[src/rtl/blockchain_present_pkg.sv]
// ---------------------------------------------------------------------------
// blockchain_present_pkg
// Shared constants, helper functions and FSM state type for the reduced-width
// (16-bit block, 20-bit key) PRESENT cipher running in CBC mode.
//   SBOX / INV_SBOX : 4-bit substitution tables, entry n held at bits [4n+3:4n]
//   sbox16 / inv_sbox16 / player16 : per-block layer functions
//   get_blk / set_blk : block access, block 0 is the MS 16 bits of a message
// ---------------------------------------------------------------------------
package blockchain_present_pkg;

    localparam int unsigned BLOCK_W = 16;
    localparam int unsigned KEY_W   = 20;
    localparam int unsigned NBLOCKS = 8;
    localparam int unsigned MSG_W   = BLOCK_W * NBLOCKS;

    // S(0) lives in the LS nibble
    localparam logic [63:0] SBOX     = 64'h2174_8FE3_DA09_B65C;
    localparam logic [63:0] INV_SBOX = 64'hA970_364B_D21C_8FE5;

    typedef enum logic [1:0] {
        IDLE,
        KEYGEN,
        ENC,
        DEC
    } state_e;

    function automatic logic [3:0] sbox4(input logic [3:0] n);
        return SBOX[{n, 2'b00} +: 4];
    endfunction

    function automatic logic [3:0] inv_sbox4(input logic [3:0] n);
        return INV_SBOX[{n, 2'b00} +: 4];
    endfunction

    function automatic logic [BLOCK_W-1:0] sbox16(input logic [BLOCK_W-1:0] x);
        logic [BLOCK_W-1:0] y;
        for (int n = 0; n < 4; n++) begin
            y[4*n +: 4] = sbox4(x[4*n +: 4]);
        end
        return y;
    endfunction

    function automatic logic [BLOCK_W-1:0] inv_sbox16(input logic [BLOCK_W-1:0] x);
        logic [BLOCK_W-1:0] y;
        for (int n = 0; n < 4; n++) begin
            y[4*n +: 4] = inv_sbox4(x[4*n +: 4]);
        end
        return y;
    endfunction

    // Bit i -> 4i mod 15, bit 15 fixed; the mapping is an involution.
    function automatic logic [BLOCK_W-1:0] player16(input logic [BLOCK_W-1:0] x);
        logic [BLOCK_W-1:0] y;
        y[15] = x[15];
        for (int i = 0; i < 15; i++) begin
            y[(4 * i) % 15] = x[i];
        end
        return y;
    endfunction

    function automatic logic [BLOCK_W-1:0] get_blk(input logic [MSG_W-1:0] v,
                                                   input logic [2:0]       idx);
        int unsigned base;
        base = MSG_W - 1 - BLOCK_W * int'(idx);
        return v[base -: BLOCK_W];
    endfunction

    function automatic logic [MSG_W-1:0] set_blk(input logic [MSG_W-1:0]   v,
                                                 input logic [2:0]         idx,
                                                 input logic [BLOCK_W-1:0] b);
        logic [MSG_W-1:0] r;
        int unsigned      base;
        r    = v;
        base = MSG_W - 1 - BLOCK_W * int'(idx);
        r[base -: BLOCK_W] = b;
        return r;
    endfunction

endpackage

[src/rtl/blockchain_present_cipher_round.sv]
// ---------------------------------------------------------------------------
// present16_round
// Combinational single PRESENT round on a 16-bit block.
//   i_dec   : 0 = encrypt round  P(S(x ^ rk))
//             1 = decrypt round  invS(P(x)) ^ rk
//   i_state : block value entering the round
//   i_rk    : round key for this round
//   o_state : block value leaving the round
// ---------------------------------------------------------------------------
module present16_round
    import blockchain_present_pkg::*;
(
    input  logic               i_dec,
    input  logic [BLOCK_W-1:0] i_state,
    input  logic [BLOCK_W-1:0] i_rk,
    output logic [BLOCK_W-1:0] o_state
);

    always_comb begin
        if (i_dec) begin
            o_state = inv_sbox16(player16(i_state)) ^ i_rk;
        end else begin
            o_state = player16(sbox16(i_state ^ i_rk));
        end
    end

endmodule

[src/rtl/blockchain_present_cipher.sv]
// ---------------------------------------------------------------------------
// blockchain_present_cipher
// Iterative PRESENT-16/20 engine: CBC-encrypts an 8-block message, then
// CBC-decrypts the result as a round-trip self-check.
//   clk, rst_n      : clock, asynchronous active-low reset
//   start           : request pulse, accepted only while idle
//   plaintext       : 128-bit message, block 0 in the MS 16 bits
//   key, init_vec   : 20-bit cipher key, 16-bit CBC IV
//   busy, done      : busy from acceptance to done; done is a 1-cycle pulse
//   ciphertext      : CBC ciphertext
//   deciphered_text : CBC decryption of ciphertext
// Latency: done on edge 17*ROUNDS+16 after the accepting edge.
// ---------------------------------------------------------------------------
module blockchain_present_cipher
    import blockchain_present_pkg::*;
#(
    parameter int unsigned ROUNDS = 31
) (
    input  logic               clk,
    input  logic               rst_n,
    input  logic               start,
    input  logic [MSG_W-1:0]   plaintext,
    input  logic [KEY_W-1:0]   key,
    input  logic [BLOCK_W-1:0] init_vec,
    output logic               busy,
    output logic               done,
    output logic [MSG_W-1:0]   ciphertext,
    output logic [MSG_W-1:0]   deciphered_text
);

    localparam logic [4:0] LAST_RND = 5'(ROUNDS);
    localparam logic [2:0] LAST_BLK = 3'(NBLOCKS - 1);

    state_e             r_state;
    state_e             w_state_next;
    logic               r_load;   // first cycle of a block (load / whitening)
    logic [4:0]         r_rnd;
    logic [2:0]         r_blk;
    logic [KEY_W-1:0]   r_key;
    // r_rk[k] holds round key RK[k+1]
    logic [BLOCK_W-1:0] r_rk [ROUNDS+1];
    logic [MSG_W-1:0]   r_pt;
    logic [BLOCK_W-1:0] r_iv;
    logic [BLOCK_W-1:0] r_x;
    logic [BLOCK_W-1:0] r_chain;
    logic [MSG_W-1:0]   r_ct_work;
    logic [MSG_W-1:0]   r_dt_work;
    logic               r_busy;
    logic               r_done;
    logic [MSG_W-1:0]   r_ct;
    logic [MSG_W-1:0]   r_dt;

    logic [KEY_W-1:0]   w_key_rot;
    logic [KEY_W-1:0]   w_key_next;
    logic [BLOCK_W-1:0] w_rk_cur;
    logic [BLOCK_W-1:0] w_rk_last;
    logic [BLOCK_W-1:0] w_round_out;
    logic [BLOCK_W-1:0] w_enc_blk;
    logic [BLOCK_W-1:0] w_dec_blk;
    logic               w_enc_last;
    logic               w_dec_last;
    logic               w_last_blk;

    // Key schedule step for round r_rnd
    assign w_key_rot  = {r_key[6:0], r_key[19:7]};
    assign w_key_next = {sbox4(w_key_rot[19:16]), w_key_rot[15:9],
                         w_key_rot[8:4] ^ r_rnd, w_key_rot[3:0]};

    assign w_rk_cur   = r_rk[r_rnd - 5'd1];
    assign w_rk_last  = r_rk[LAST_RND];

    present16_round u_round (
        .i_dec   (r_state == DEC),
        .i_state (r_x),
        .i_rk    (w_rk_cur),
        .o_state (w_round_out)
    );

    assign w_enc_blk  = w_round_out ^ w_rk_last;
    assign w_dec_blk  = w_round_out ^ r_chain;
    assign w_enc_last = (r_state == ENC) && !r_load && (r_rnd == LAST_RND);
    assign w_dec_last = (r_state == DEC) && !r_load && (r_rnd == 5'd1);
    assign w_last_blk = (r_blk == LAST_BLK);

    always_comb begin
        w_state_next = r_state;
        unique case (r_state)
            IDLE:    if (start)                    w_state_next = KEYGEN;
            KEYGEN:  if (r_rnd == LAST_RND)        w_state_next = ENC;
            ENC:     if (w_enc_last && w_last_blk) w_state_next = DEC;
            DEC:     if (w_dec_last && w_last_blk) w_state_next = IDLE;
            default:                               w_state_next = IDLE;
        endcase
    end

    always_ff @(posedge clk or negedge rst_n) begin
        if (!rst_n) begin
            r_state <= IDLE;
        end else begin
            r_state <= w_state_next;
        end
    end

    always_ff @(posedge clk or negedge rst_n) begin
        if (!rst_n) begin
            r_load    <= 1'b0;
            r_rnd     <= '0;
            r_blk     <= '0;
            r_key     <= '0;
            r_pt      <= '0;
            r_iv      <= '0;
            r_x       <= '0;
            r_chain   <= '0;
            r_ct_work <= '0;
            r_dt_work <= '0;
            r_busy    <= 1'b0;
            r_done    <= 1'b0;
            r_ct      <= '0;
            r_dt      <= '0;
            for (int k = 0; k <= int'(ROUNDS); k++) begin
                r_rk[k] <= '0;
            end
        end else begin
            r_done <= 1'b0;
            unique case (r_state)
                IDLE: begin
                    if (start) begin
                        r_pt    <= plaintext;
                        r_key   <= key;
                        r_iv    <= init_vec;
                        r_chain <= init_vec;
                        r_rk[0] <= key[19:4];
                        r_rnd   <= 5'd1;
                        r_busy  <= 1'b1;
                    end
                end
                KEYGEN: begin
                    r_key       <= w_key_next;
                    r_rk[r_rnd] <= w_key_next[19:4];
                    if (r_rnd == LAST_RND) begin
                        r_blk  <= '0;
                        r_load <= 1'b1;
                    end else begin
                        r_rnd <= r_rnd + 5'd1;
                    end
                end
                ENC: begin
                    if (r_load) begin
                        r_x    <= get_blk(r_pt, r_blk) ^ r_chain;
                        r_rnd  <= 5'd1;
                        r_load <= 1'b0;
                    end else if (r_rnd == LAST_RND) begin
                        r_ct_work <= set_blk(r_ct_work, r_blk, w_enc_blk);
                        r_load    <= 1'b1;
                        if (w_last_blk) begin
                            r_blk   <= '0;
                            r_chain <= r_iv;
                        end else begin
                            r_blk   <= r_blk + 3'd1;
                            r_chain <= w_enc_blk;
                        end
                    end else begin
                        r_x   <= w_round_out;
                        r_rnd <= r_rnd + 5'd1;
                    end
                end
                DEC: begin
                    if (r_load) begin
                        r_x    <= get_blk(r_ct_work, r_blk) ^ w_rk_last;
                        r_rnd  <= LAST_RND;
                        r_load <= 1'b0;
                    end else if (r_rnd == 5'd1) begin
                        r_dt_work <= set_blk(r_dt_work, r_blk, w_dec_blk);
                        r_chain   <= get_blk(r_ct_work, r_blk);
                        if (w_last_blk) begin
                            // Both result registers publish on the done edge
                            r_ct   <= r_ct_work;
                            r_dt   <= set_blk(r_dt_work, r_blk, w_dec_blk);
                            r_done <= 1'b1;
                            r_busy <= 1'b0;
                        end else begin
                            r_blk  <= r_blk + 3'd1;
                            r_load <= 1'b1;
                        end
                    end else begin
                        r_x   <= w_round_out;
                        r_rnd <= r_rnd - 5'd1;
                    end
                end
                default: ;
            endcase
        end
    end

    assign busy            = r_busy;
    assign done            = r_done;
    assign ciphertext      = r_ct;
    assign deciphered_text = r_dt;

endmodule

[config.mk]
export PLATFORM = sky130hd
export DESIGN_NAME = blockchain_present_cipher
export DESIGN_NICKNAME = d
export VERILOG_FILES = /design/src/rtl/blockchain_present_pkg.sv /design/src/rtl/blockchain_present_cipher_round.sv /design/src/rtl/blockchain_present_cipher.sv
export SDC_FILE = /design/constraint.sdc
export NUM_CORES = 2
export LEC_CHECK = 0
export CORE_ASPECT_RATIO = 0.8
export CORE_MARGIN = 8
export CORE_UTILIZATION = 55
export DETAILED_ROUTE_END_ITERATION = 10
export GPL_TIMING_DRIVEN = 0
export PLACE_DENSITY_LB_ADDON = 0.12
export SETUP_SLACK_MARGIN = 0.4
export SYNTH_ARGS = -nofsm -noshare
export SYNTH_HDL_FRONTEND = slang
export SYNTH_SLANG_ARGS = --single-unit
[constraint.sdc]
create_clock -name clk -period 6.65 [get_ports clk]
set_clock_uncertainty 0.15 [all_clocks]
set_input_delay 1.33 -clock clk [delete_from_list [all_inputs] [get_ports clk]]
set_output_delay 1.33 -clock clk [all_outputs]
set_load 0.05 [all_outputs]
==> impl_metrics.env <==
export IMPL_globalRouteMet1Util_pct=50.7
export IMPL_final_core_util_pct=67.7
export IMPL_syn_nets=5364
export IMPL_vias=46662
export IMPL_cp_depth=25
export IMPL_r2r_end="deciphered_text[75]"
export IMPL_hold_viol_final=0
export IMPL_cts_tree="built"
export IMPL_relSlewSlack_pct=-3.42
export IMPL_fin_crit_sh_pct=94.4
export IMPL_max_freq_mhz=159
export IMPL_start_util_pct=55.5
export IMPL_synth_compound_area_share_pct=11.0
export IMPL_coreArea_um2=102000
export IMPL_drc=0
export IMPL_drt_iter0_markers=6403
export IMPL_fin_setup_tns_ps=0
export IMPL_htree_levels=3
export IMPL_cts_buffers=118
export IMPL_clkLatencyLatePin_ps=750
export IMPL_slowest_delay_ps=630
export IMPL_synth_main_ff_cell="dfrtp_1"
export IMPL_nNetsFinal=6009
export IMPL_die_h_um=304
export IMPL_portBuffers=424
export IMPL_cts_root_buf="clkbuf_16"
export IMPL_syn_inst=5135
export IMPL_synth_edf_count=0
export IMPL_pin_count=425
export IMPL_synthAdderAreaFrac_pct=1.36
export IMPL_power_density_nw_per_um2=314
export IMPL_grt_max_degree=184
export IMPL_synth_cell_types=95
export IMPL_placedCellCount=6912
export IMPL_grt_busiest_layer="met2"
export IMPL_synth_top_family_by_area="multiplexers"
export IMPL_dieArea_um2=114000
export IMPL_power_leakage_nw=31.7
export IMPL_cp_end_kind="flop"
export IMPL_drive_above_1_share_pct=18.4
export IMPL_critPathSlowestCell="or4_4"
export IMPL_ys_warn_count=0
export IMPL_use_met3_pct=16.5
export IMPL_path_max_fanout=10
export IMPL_worst_slew_pin_slew_ps=1550
export IMPL_whs_path_depth=2
export IMPL_post_dp_hpwl_um=157000
export IMPL_wl_per_cell_um=29.7
export IMPL_area_growth_pct=22.1
export IMPL_std_cell_rows=105
export IMPL_setup_viol=0
export IMPL_drv_cap=3
export IMPL_worst_path_buf_inv=14
export IMPL_antenna_found_initial=23
export IMPL_use_met2_pct=52.2
export IMPL_routed_wl_um=215000
export IMPL_fin_crit_ps=6270
export IMPL_place_area_um2=63100
export IMPL_synth_xor_area_share_pct=1.62
export IMPL_cts_num_sinks=1217
export IMPL_synth_cell_area_um2=56800
export IMPL_place_ws_ps=-3240
export IMPL_async_flop_share_pct=100
export IMPL_slew_violations=17
export IMPL_worst_endpoint_arrival_ps=6730
export IMPL_critPathKind="reg -> reg"
export IMPL_dr_pass1_iters=8
export IMPL_start_kind="flop"
export IMPL_rsz0062_at_grt="yes"
export IMPL_hold_path_startpoint="r_dt_work[99]"
export IMPL_synth_simple_area_share_pct=11.8
export IMPL_overflow=0
export IMPL_clk_pin_slew_ps=70
export IMPL_ir_worst_vdd_mv=0.288
export IMPL_synth_seq_cells=1217
export IMPL_violations="capacitance limit, slew limit"
export IMPL_path_delay_family="buffers and inverters"
export IMPL_status="finished, violations left"
export IMPL_synth_avg_cell_area_um2=11.1
export IMPL_p_total_mw=21.8
export IMPL_hold_path_class="reg -> reg"
export IMPL_worstHoldEndpoint="r_dt_work[99]"
export IMPL_reg2reg_depth=25
export IMPL_critPathRequiredTime_ps=7110
export IMPL_final_area_um2=69400
export IMPL_timing_hold_ws_ps=322
export IMPL_ys_seq_area_share_pct=53.6
export IMPL_stdcell_count=7230
export IMPL_ff2ff_setup_slack_ps=380
export IMPL_setup_ws_ps=375
export IMPL_die_x_um=375
export IMPL_critPathMostFrequentCell="buf_16"
export IMPL_cts_buffer_depth=3
export IMPL_r2r_start="r_rnd[0]"
export IMPL_vias_per_cell=6.45
export IMPL_grt_pass1_wl_um=312000
export IMPL_grt_pass1_vias=45620
export IMPL_ant_nets=0
export IMPL_synthMuxAreaShare_pct=17.2
export IMPL_grtUsageTotal_pct=37.0
export IMPL_gp_congestion=0.999
-- placed cells by master, fill, tap and decap left out, drive strengths merged, types with 18 or more instances in the layout --
cell / count
dfrtp: 1217
nand3: 44
buf: 170
nand4: 26
nand2b: 30
inv: 59
mux4: 205
o31ai: 61
nor3: 28
a21oi: 398
xor2: 35
nor2: 383
mux2i: 69
o21ai: 417
nand2: 864
a22o: 18
xnor2: 64
ha: 62
clkinv: 26
clkdlybuf4s50: 423
mux2: 391
a211oi: 19
clkbuf: 500
and3: 91
-- power by group --
group | switching (mW) | leakage [nW] | total, mW | internal (mW)
clock | 3.05 | 1.99 | 7.10 | 4.05
sequential | 0.346 | 16.4 | 8.00 | 7.66
combinational | 4.23 | 13.3 | 6.68 | 2.45
-- per-layer routing --
metal	part of all wire [%]	routed length (um)
met5	0.076	163
met4	4.2	8960
met3	15	31300
met2	42	89800
met1	39	84600
-- final cells by class --
cell class	instances	area (um^2)
Antenna cell	17	42.5
Buffer	394	2090
Clock buffer	174	3440
Clock inverter	42	591
Fill cell	7858	33100
Inverter	57	218
Multi-Input combinational cell	3467	25500
Sequential cell	1217	30500
Tap cell	1337	1670
Timing Repair Buffer	525	5380
-- state kept, by name, summed over array words and instances, names as in the netlist, 2 cells and up --
signal	count
ciphertext	128
deciphered_text	128
r_blk	3
r_chain	16
r_ct_work	128
r_dt_work	112
r_iv	16
r_key	20
r_pt	128
r_rk	496
r_rnd	5
r_state	2
r_x	16
w_rk_last	16
-- cell usage after synthesis (9+ instances only) --
cell         n  area, um^2
o22ai_1     17         106
o31ai_1     56         420
buf_4       14         105
a22o_1      18         158
buf_2       22         110
o21ai_0    387        1940
clkbuf_1   320        1200
mux2_2     391        4400
nor2b_1     15        93.8
inv_1       54         203
buf_1       23        86.3
mux4_2     186        4190
nand2_1    863        3240
and2_1       9        56.3
nor3b_1     13        97.6
nand2b_1    30         188
nor2_1     382        1430
ha_1        62         776
a211oi_1    16         120
o21ai_1     30         150
o21a_1      17         128
a31oi_1     16         100
a221o_1      9        90.1
mux2i_1     68         681
xor2_1      33         289
nand4_1     25         156
and3_1      91         569
xnor2_1     59         517
nand3b_1     9        67.6
o211ai_1    16         120
nor3_1      27         135
nor4_1      10        62.6
nand3_1     44         220
mux4_1      19         499
or3_1       13        81.3
dfrtp_1   1217       30500
a21oi_1    398        1990
-- cells by family after synthesis --
kind of cell,Yosys count
adders and majority gates,62
DFF,1217
xor gates and xnor gates,99
and+or+nand+nor,1568
buffers and inverters,451
muxes,665
AOI/OAI and AO/OA,1073
-- repair_timing --
action | 4_1_cts | 5_1_grt
buffers inserted | 55 | 29
hold buffers | 0 | 0
pin swaps | 30 | 31
gates cloned | 0 | 1
resized for setup | 190 | 85
setup endpoints to repair | 400 | 340
-- worst max-delay path by stage --
stage                                       to      from  slack, ps
after CTS                 deciphered_text[123]  r_rnd[0]        340
after global placement         ciphertext[103]     rst_n     -51690
after detailed placement  deciphered_text[123]  r_rnd[0]      -3240
final                      deciphered_text[75]  r_rnd[0]        380
after floorplan                    r_chain[10]  r_rnd[0]        580
after global routing       deciphered_text[73]  r_rnd[0]        300
-- worst reg2reg max path: stages (launching register included) --
cell,delay (ps)
dfrtp_1,400
buf_6,140
buf_12,130
buf_16,150
buf_16,140
buf_16,130
buf_16,120
buf_16,140
buf_16,160
clkinvlp_4,130
ha_1,160
buf_4,210
nor3b_4,360
xnor2_4,270
clkbuf_2,400
a2111oi_1,110
or4_4,630
xor2_4,190
inv_1,100
ha_1,360
mux4_2,530
mux2_4,370
xnor2_4,200
buf_12,150
buf_4,210
o21ai_0,110
Power figures use the tool's default switching activity.
